**src/rtl/data_memory_pkg.sv**
```systemverilog
// Shared types and constants for the parametrised data memory and its clear sequencer.
package data_memory_pkg;

   typedef enum logic {
      CLEAR = 1'b0,
      READY = 1'b1
   } mem_state_t;

   localparam int LANE_WIDTH = 8;

   function automatic int lane_count(input int data_width);
      return data_width / LANE_WIDTH;
   endfunction

endpackage

```
**src/rtl/data_memory_clear_seq.sv**
```systemverilog
// Clear sequencer: walks a pointer over every word after reset or a clear request
// and decides whether the array port belongs to the sequencer or to the core.
module data_memory_clear_seq
   import data_memory_pkg::*;
#(
   parameter int ADDR_WIDTH = 7
) (
   input  logic                  clk,
   input  logic                  reset,
   input  logic                  clear,
   output logic                  busy,
   output logic                  clr_sel,
   output logic                  access_en,
   output logic [ADDR_WIDTH-1:0] clr_addr
);

   mem_state_t            state_reg, state_next;
   logic [ADDR_WIDTH-1:0] ptr_reg, ptr_next;

   always_ff @(posedge clk or posedge reset) begin
      if (reset) begin
         state_reg <= CLEAR;
         ptr_reg   <= '0;
      end else begin
         state_reg <= state_next;
         ptr_reg   <= ptr_next;
      end
   end

   always_comb begin
      state_next = state_reg;
      ptr_next   = ptr_reg;
      clr_sel    = 1'b0;
      access_en  = 1'b0;
      case (state_reg)
         CLEAR: begin
            clr_sel  = 1'b1;
            ptr_next = ptr_reg + ADDR_WIDTH'(1);
            // The edge that zeroes the last word also hands the array back.
            if (ptr_reg == '1) begin
               state_next = READY;
            end
         end
         READY: begin
            if (clear) begin
               state_next = CLEAR;
               ptr_next   = '0;
            end else begin
               access_en = 1'b1;
            end
         end
         default: begin
            state_next = CLEAR;
            ptr_next   = '0;
         end
      endcase
   end

   assign busy     = (state_reg == CLEAR);
   assign clr_addr = ptr_reg;

endmodule

```
**src/rtl/data_memory_param.sv**
```systemverilog
// Parametrised single-port data memory: per-byte write enables, write-first registered
// read, and a hardware clear sequence that zeroes the array after reset or on request.
module data_memory_param
   import data_memory_pkg::*;
#(
   parameter int DATA_WIDTH = 32,
   parameter int ADDR_WIDTH = 7
) (
   input  logic                              clk,
   input  logic                              reset,
   input  logic [ADDR_WIDTH-1:0]             address,
   input  logic                              Wren,
   input  logic [lane_count(DATA_WIDTH)-1:0] byteEnable,
   input  logic [DATA_WIDTH-1:0]             dataIn,
   input  logic                              clear,
   output logic [DATA_WIDTH-1:0]             dataOut,
   output logic                              busy
);

   localparam int DEPTH = 2 ** ADDR_WIDTH;
   localparam int LANES = lane_count(DATA_WIDTH);

   if (DATA_WIDTH % LANE_WIDTH != 0) begin : g_width_check
      $error("data_memory_param: DATA_WIDTH (%0d) must be a multiple of %0d",
             DATA_WIDTH, LANE_WIDTH);
   end

   logic                  clr_sel;
   logic                  access_en;
   logic [ADDR_WIDTH-1:0] clr_addr;

   data_memory_clear_seq #(
      .ADDR_WIDTH(ADDR_WIDTH)
   ) u_clear_seq (
      .clk      (clk),
      .reset    (reset),
      .clear    (clear),
      .busy     (busy),
      .clr_sel  (clr_sel),
      .access_en(access_en),
      .clr_addr (clr_addr)
   );

   // Each byte lane is its own narrow RAM so a lane write never touches its neighbours.
   genvar gi;
   generate
      for (gi = 0; gi < LANES; gi++) begin : g_lane
         logic [LANE_WIDTH-1:0] ram [DEPTH];
         logic [LANE_WIDTH-1:0] din_lane;
         logic                  lane_wr;
         logic                  wr_en_next;
         logic [ADDR_WIDTH-1:0] wr_addr_next;
         logic [LANE_WIDTH-1:0] wr_data_next;
         logic [LANE_WIDTH-1:0] rd_data_next;
         logic [LANE_WIDTH-1:0] dout_reg;

         assign din_lane = dataIn[gi*LANE_WIDTH +: LANE_WIDTH];
         assign lane_wr  = access_en && Wren && byteEnable[gi];

         // Array port mux: sequencer zeroes during clear, core writes only when READY.
         always_comb begin
            wr_en_next   = 1'b0;
            wr_addr_next = address;
            wr_data_next = din_lane;
            if (reset) begin
               wr_en_next = 1'b0;
            end else if (clr_sel) begin
               wr_en_next   = 1'b1;
               wr_addr_next = clr_addr;
               wr_data_next = '0;
            end else if (lane_wr) begin
               wr_en_next = 1'b1;
            end
         end

         always_ff @(posedge clk) begin
            if (wr_en_next) begin
               ram[wr_addr_next] <= wr_data_next;
            end
         end

         // Write-first: a lane written this edge returns the new byte.
         always_comb begin
            rd_data_next = '0;
            if (access_en) begin
               rd_data_next = lane_wr ? din_lane : ram[address];
            end
         end

         always_ff @(posedge clk or posedge reset) begin
            if (reset) begin
               dout_reg <= '0;
            end else begin
               dout_reg <= rd_data_next;
            end
         end

         assign dataOut[gi*LANE_WIDTH +: LANE_WIDTH] = dout_reg;
      end
   endgenerate

endmodule

```
**config.mk**
```make
export PLATFORM = sky130hd
export DESIGN_NAME = data_memory_param
export DESIGN_NICKNAME = d
export VERILOG_FILES = /design/src/rtl/data_memory_pkg.sv /design/src/rtl/data_memory_clear_seq.sv /design/src/rtl/data_memory_param.sv
export SDC_FILE = /design/constraint.sdc
export NUM_CORES = 2
export LEC_CHECK = 0
export CAP_MARGIN = 10
export CORE_MARGIN = 2
export CORE_UTILIZATION = 50
export CTS_CLUSTER_DIAMETER = 50
export DETAILED_ROUTE_END_ITERATION = 7
export GPL_TIMING_DRIVEN = 0
export PLACE_DENSITY = 0.72
export RECOVER_POWER = 100
export SLEW_MARGIN = 20
export SYNTH_ARGS = -nofsm -noshare
export SYNTH_HDL_FRONTEND = slang
export SYNTH_SLANG_ARGS = --single-unit
export TNS_END_PERCENT = 30
```
**constraint.sdc**
```tcl
create_clock -name clk -period 6 [get_ports clk]
set_clock_uncertainty 0.2 [all_clocks]
set_input_delay 0.6 -clock clk [delete_from_list [all_inputs] [get_ports clk]]
set_output_delay 0.6 -clock clk [all_outputs]
set_load 0.03 [all_outputs]
```
Yosys cells after proc, flatten, opt, wreduce, memory -nomap -nowiden
Memories as Yosys holds them, arrays and structs flattened.
Cells that the tools add are included.

storage, ports and cells
  input port bits = 47
  memories = 4
  register bits after elaboration = 40
  RAM bits = 4096

memory list
  memory         depth  bits a word  read ports  clocked after Yosys merged registers in  write ports  RTL line                 source
  g_lane[0].ram  128    8            1           0                                        1            data_memory_param.sv:48  logic [LANE_WIDTH-1:0] ram [DEPTH];
  g_lane[1].ram  128    8            1           0                                        1            data_memory_param.sv:48
  g_lane[2].ram  128    8            1           0                                        1            data_memory_param.sv:48
  g_lane[3].ram  128    8            1           0                                        1            data_memory_param.sv:48

cells by class
  eq/ne operators = 2
  $add $sub $neg = 1
  reductions and logical operators = 5
  bitwise gates (word level) = 1
  muxes and demuxes = 44

operator list
  kind                   count
  $mux W8                16
  $mux W1                23
  $mux W7                3
  $pmux W7 S2            1
  $add A7 B1 Y7 const B  1
  $eq A7 B7 Y1 const B   1
  $logic_and A1 B1 Y1    5
  $ne A2 B2 Y1 const B   1
  $pmux W1 S2            1
  $not A1 Y1             1

Logic depth before layout (Yosys ltp)
  depth in word-level cells = 9
  depth in mapped cells = 12
  depth with buffers taken out = 6

By module
A second synthesis with hierarchy kept.

unflattened totals
  cells, all modules = 7861
  area, all modules = 160985.6 um2

by module, submodules not included
  module                 area an instance (um2)  seq. area each (um2)  times used  cells each
  data_memory_param      160591.5                123798.7              1           7820
  data_memory_clear_seq  394.1                   200.2                 1           41

Least setup slack after synthesis
No wires, ideal clock.

  kind = flip-flop to flip-flop
  start point = register u_clear_seq.state_reg
  end point = memory g_lane[0].ram[0][0] (data pin)
  arrival time = 4.285 ns
  library setup time = 0.825 ns
  cell stages (with the launch flop) = 6
  path buffers = 3
  slack = 0.690 ns
  cells stage by stage = dfrtp_1 -> clkbuf_1 -> nor2_1 -> clkbuf_1 -> clkbuf_1 -> nor2b_1

on the way
  cells in the longest elaborated chain, start to end = 2

RTL lines
  element                        RTL line                     source
  from (decl)                    data_memory_clear_seq.sv:17  mem_state_t state_reg, state_next;
  from (signal assigned)         data_memory_clear_seq.sv:25  state_reg <= state_next;
  $mux W8                        data_memory_param.sv:67      end else if (clr_sel) begin
  $mux W8                        data_memory_param.sv:65      if (reset) begin
  via g_lane[0].wr_data_next[0]  data_memory_param.sv:53      logic [LANE_WIDTH-1:0] wr_data_next;
  to (decl)                      data_memory_param.sv:48

The timed path passes the listed nets, and every way through them passes these cells.

Worst setup path after layout
  start point = input port address[2]
  end point = memory g_lane[3].ram[17][3] (enable)

on the way
  cells in the longest elaborated chain, start to end = 2

RTL lines
  element      RTL line                 source
  from (decl)  data_memory_param.sv:11  input logic [ADDR_WIDTH-1:0] address,
  $mux W7      data_memory_param.sv:67
  $mux W7 *    data_memory_param.sv:65
  to (decl)    data_memory_param.sv:48

Mark *: on every way between the ends. The rest lies on a longest branch, timed or not.

==> metrics.txt <==
# TYPE chip_impl_metric gauge
chip_impl_info{name="outcome",value="finished with violations"} 1
chip_impl_info{name="violations",value="DRC, capacitance limit, slew limit, setup timing"} 1
chip_impl_metric{name="core.rowCount",unit=""} 207
chip_impl_metric{name="placement.io_buffers",unit=""} 77
chip_impl_metric{name="route.detailed.drc",unit=""} 1
chip_impl_metric{name="power_switching",unit="W"} 0.0145
chip_impl_metric{name="totalPowerFinal",unit="W"} 0.0622
chip_impl_metric{name="power.switching_fraction",unit="%"} 23.3
chip_impl_metric{name="fmax",unit="GHz"} 0.160
chip_impl_metric{name="setup_viol",unit=""} 1174
chip_impl_metric{name="utilization_after_layout",unit="%"} 57.0
chip_impl_metric{name="cts_max_path_buffers",unit=""} 4
chip_impl_metric{name="detailroute.via_count",unit=""} 87400
chip_impl_metric{name="use_met1",unit="%"} 39.4
chip_impl_metric{name="largest_register_ffs",unit=""} 4096
chip_impl_metric{name="timing.critical_path.fanout_max",unit=""} 10
chip_impl_info{name="r2r_start",value="u_clear_seq.state_reg"} 1
chip_impl_metric{name="cts.sink_count",unit=""} 4136
chip_impl_metric{name="power.share.sequential",unit="%"} 51.5
chip_impl_info{name="worst-setup-path-type",value="input pin to flop"} 1
chip_impl_metric{name="flow.area_growth_from_synthesis",unit="%"} 13.3
chip_impl_info{name="post_synth_most_frequent_cells",value="edfxtp_1, mux4_2, nor2_1, mux2i_1, clkbuf_1"} 1
chip_impl_metric{name="post-route-worst-setup-slack",unit="ns"} -0.265
chip_impl_metric{name="asyncSetResetFlopFracSynth",unit="%"} 0.967
chip_impl_metric{name="dieArea",unit="mm2"} 0.325
chip_impl_metric{name="dp.final_hpwl",unit="mm"} 346
chip_impl_metric{name="overall_track_demand_over_capacity_in_global_routing",unit="%"} 30.3
chip_impl_metric{name="syn-instance-count",unit=""} 7594
chip_impl_info{name="synth_largest_area_cell",value="edfxtp_1"} 1
chip_impl_metric{name="cts.reportedPaths.clkPinSlew",unit="ns"} 0.06
chip_impl_metric{name="placedCellCount",unit=""} 12000
chip_impl_metric{name="timing.final.max_slew_violations",unit=""} 1947
chip_impl_metric{name="power.density",unit="mW/mm2"} 343
chip_impl_metric{name="r2r_setup_slack",unit="ns"} -0.11
chip_impl_metric{name="synth_cell_types",unit=""} 53
chip_impl_metric{name="numCtsBuffers",unit=""} 403
chip_impl_metric{name="globalRouteMet2Util",unit="%"} 43.8
chip_impl_info{name="clock_tree.root_cell",value="clkbuf_16"} 1
chip_impl_metric{name="p_int",unit="W"} 0.0477
chip_impl_metric{name="avgViaCountPerCell",unit=""} 6.84
chip_impl_metric{name="synth_seq_cells",unit=""} 4136
chip_impl_info{name="cp-end-kind",value="flop"} 1
chip_impl_metric{name="route.final.wire_length",unit="mm"} 497
chip_impl_metric{name="io_pins",unit=""} 80
chip_impl_metric{name="cts-resized-gates",unit=""} 0
chip_impl_metric{name="grt_first_pass_wirelength",unit="mm"} 674
chip_impl_metric{name="cap_viol_max_count",unit=""} 82
chip_impl_metric{name="die-width",unit="um"} 570
chip_impl_metric{name="final_period_util",unit="%"} 104
chip_impl_metric{name="worstPathArrival",unit="ns"} 6.62
chip_impl_metric{name="ctsHtreeMaxLevel",unit=""} 5
chip_impl_metric{name="gp_routability_congestion",unit=""} 1.04
chip_impl_metric{name="leakage",unit="nW"} 57.4
chip_impl_metric{name="worst_skew_pair.late_latency",unit="ns"} 0.96
chip_impl_info{name="tritoncts",value="built"} 1
chip_impl_metric{name="antenna_left",unit=""} 0
chip_impl_metric{name="drive_gt1_share",unit="%"} 21.6
chip_impl_metric{name="synthesized_net_count",unit=""} 7642
chip_impl_info{name="worst_min_path_class",value="input pin to asynchronous set/reset pin"} 1
chip_impl_metric{name="yosys.area.top_type_share",unit="%"} 76.8
chip_impl_metric{name="post_layout_nonfiller_instances",unit=""} 12800
chip_impl_info{name="critPathLaunchType",value="input pin"} 1
chip_impl_metric{name="grt_pass1_vias",unit=""} 84400
chip_impl_metric{name="drt_iter0_markers",unit=""} 15700
chip_impl_metric{name="comb_power_share",unit="%"} 7.1
chip_impl_metric{name="synth-seq-area-share",unit="%"} 77.5
chip_impl_metric{name="worst-slew-pin-transition",unit="ns"} 3.93
chip_impl_metric{name="synth_area_per_cell",unit="um2"} 21.1
chip_impl_metric{name="coreArea",unit="mm2"} 0.318
chip_impl_metric{name="peakVddDrop",unit="uV"} 309
chip_impl_metric{name="hold_buf_count_cts",unit=""} 0
chip_impl_metric{name="groute.layer.met3.usage",unit="%"} 11.8
chip_impl_info{name="synth.top_cells.by_area",value="edfxtp_1, mux4_2, mux2i_1, nor2_1, a22o_1"} 1
chip_impl_metric{name="drt-pass1-iter-count",unit=""} 8
chip_impl_metric{name="antenna_found_initial",unit=""} 28
chip_impl_metric{name="synth.cell_area",unit="mm2"} 0.160
chip_impl_metric{name="overflow",unit=""} 0
chip_impl_metric{name="finalHoldViolCount",unit=""} 0
chip_impl_metric{name="pin_count_of_the_biggest_net_entering_global_routing",unit=""} 42
chip_impl_info{name="yosys.cell_count.top_type",value="edfxtp_1"} 1
chip_impl_metric{name="reg2regPathDepth",unit=""} 8
chip_impl_metric{name="layout.nets",unit=""} 8302
chip_impl_metric{name="hold_ws",unit="ns"} 0.224
chip_impl_metric{name="totalNegativeSetupSlack",unit="ns"} -106.03
chip_impl_metric{name="initial_utilization",unit="%"} 50.3
chip_impl_metric{name="yosysWarningCount",unit=""} 0
chip_impl_info{name="grt.busiest_layer",value="met2"} 1
chip_impl_metric{name="cts.repair_timing.setup_buffer_count",unit=""} 0
chip_impl_metric{name="fin_crit",unit="ns"} 6.26
chip_impl_info{name="synth_ff_type",value="edfxtp_1"} 1
chip_impl_info{name="grt_setup_unrepaired",value="no"} 1
chip_impl_metric{name="critical_path_required",unit="ns"} 6.36
chip_impl_metric{name="detail_route.wl_per_cell",unit="um"} 38.9
chip_impl_metric{name="die_y",unit="um"} 570
chip_impl_metric{name="synth_edf_count",unit=""} 4096
chip_impl_info{name="crit-reg2reg-capture",value="g_lane[1].ram[45][4]"} 1
chip_impl_metric{name="power.share.clock",unit="%"} 41.4
chip_impl_metric{name="maxSlewHeadroom",unit="%"} -162
per-stage QoR:
stage | setup WS, ns | instance area (um2)
floorplan | 0.690 | 160000
global placement | -6.44 | 166000
detailed placement | -0.779 | 170000
CTS | 0.168 | 184000
global route | 0.0372 | 181000
finish | -0.265 | 181000
cell type report:
cell class              count  area (um2)
diodes                     21        52.6
clock buffers             482       10500
multi-input cells        2988       33600
well taps                4180        5230
inverters                   8        31.3
fillers                 22400      137000
repair buffers            255        2600
flip-flops and latches   4136      124000
clock inverters           254        2800
plain buffers             462        2490
critical path: stages:
cell and delay, ns:
dlygate4sd3_1 0.76, buf_2 0.39, inv_1 0.40, clkbuf_1 0.97, nand2_1 0.64, o21ai_0 0.41, nand2_1 0.65, clkbuf_2 0.79
nor2_1 0.94
cell usage in the layout (no fill, tap or decap), types with 21 or more instances in the layout:
| cell | count |
|---|---|
| clkinv_2 | 62 |
| clkbuf_1 | 351 |
| or3_1 | 51 |
| buf_1 | 35 |
| edfxtp_1 | 4096 |
| diode_2 | 21 |
| o211ai_1 | 27 |
| o22a_1 | 21 |
| o21ai_0 | 83 |
| mux2i_1 | 324 |
| o22ai_1 | 112 |
| bufinv_16 | 47 |
| dfrtp_1 | 40 |
| dlygate4sd3_1 | 37 |
| a22o_1 | 125 |
| and2_1 | 23 |
| o311a_1 | 24 |
| clkbuf_2 | 80 |
| clkinv_1 | 75 |
| nor4_1 | 35 |
| a221oi_1 | 105 |
| a31oi_1 | 30 |
| a21oi_1 | 34 |
| nor2_1 | 646 |
| buf_16 | 28 |
| buf_6 | 60 |
| o221ai_1 | 57 |
| clkdlybuf4s50_1 | 39 |
| mux4_2 | 897 |
| a22oi_1 | 36 |
| clkbuf_16 | 406 |
| a211oi_1 | 31 |
| nor3_1 | 44 |
| nand2_1 | 140 |
| nor2b_1 | 34 |
| buf_2 | 90 |
| buf_4 | 32 |
logic make-up after synthesis:
family / share of synthesized area (%)
DFF: 77.5
muxes: 14.7
and+or+nand+nor: 2.76
AOI/OAI and AO/OA: 3.55
buffers and inverters: 1.55
xor gates and xnor gates: 0.00547
adders and majority gates: 0.00782
how the worst max path moves through the flow:
stage                          start                    to  slack, ns  depth (start not counted)
6_report                  address[2]  g_lane[3].ram[17][3]      -0.26                          9
5_1_grt        u_clear_seq.state_reg  g_lane[1].ram[44][1]       0.04                          8
4_1_cts                   address[2]  g_lane[3].ram[43][6]       0.17                          9
3_5_place_dp              address[2]  g_lane[3].ram[43][3]      -0.78                          9
3_3_place_gp                   reset  g_lane[3].ram[42][3]      -6.44                          5
2_1_floorplan  u_clear_seq.state_reg   g_lane[0].ram[0][0]       0.69                          5
power groups by stage:
stage               sequential, W  clock, W  combinational, W
finish                     0.0320    0.0258           0.00443
global route               0.0320    0.0267           0.00436
CTS                        0.0320    0.0257           0.00443
detailed placement         0.0326         0           0.00441
global placement           0.0328         0           0.00389
floorplan                  0.0327         0           0.00197
routing by layer:
layer | wire length, um | vias up
li1 | - | 33200
met1 | 166000 | 45100
met2 | 215000 | 7752
met3 | 81800 | 1388
met4 | 35400 | 10
met5 | 63 | -
(Power assumes the default switching activity.)
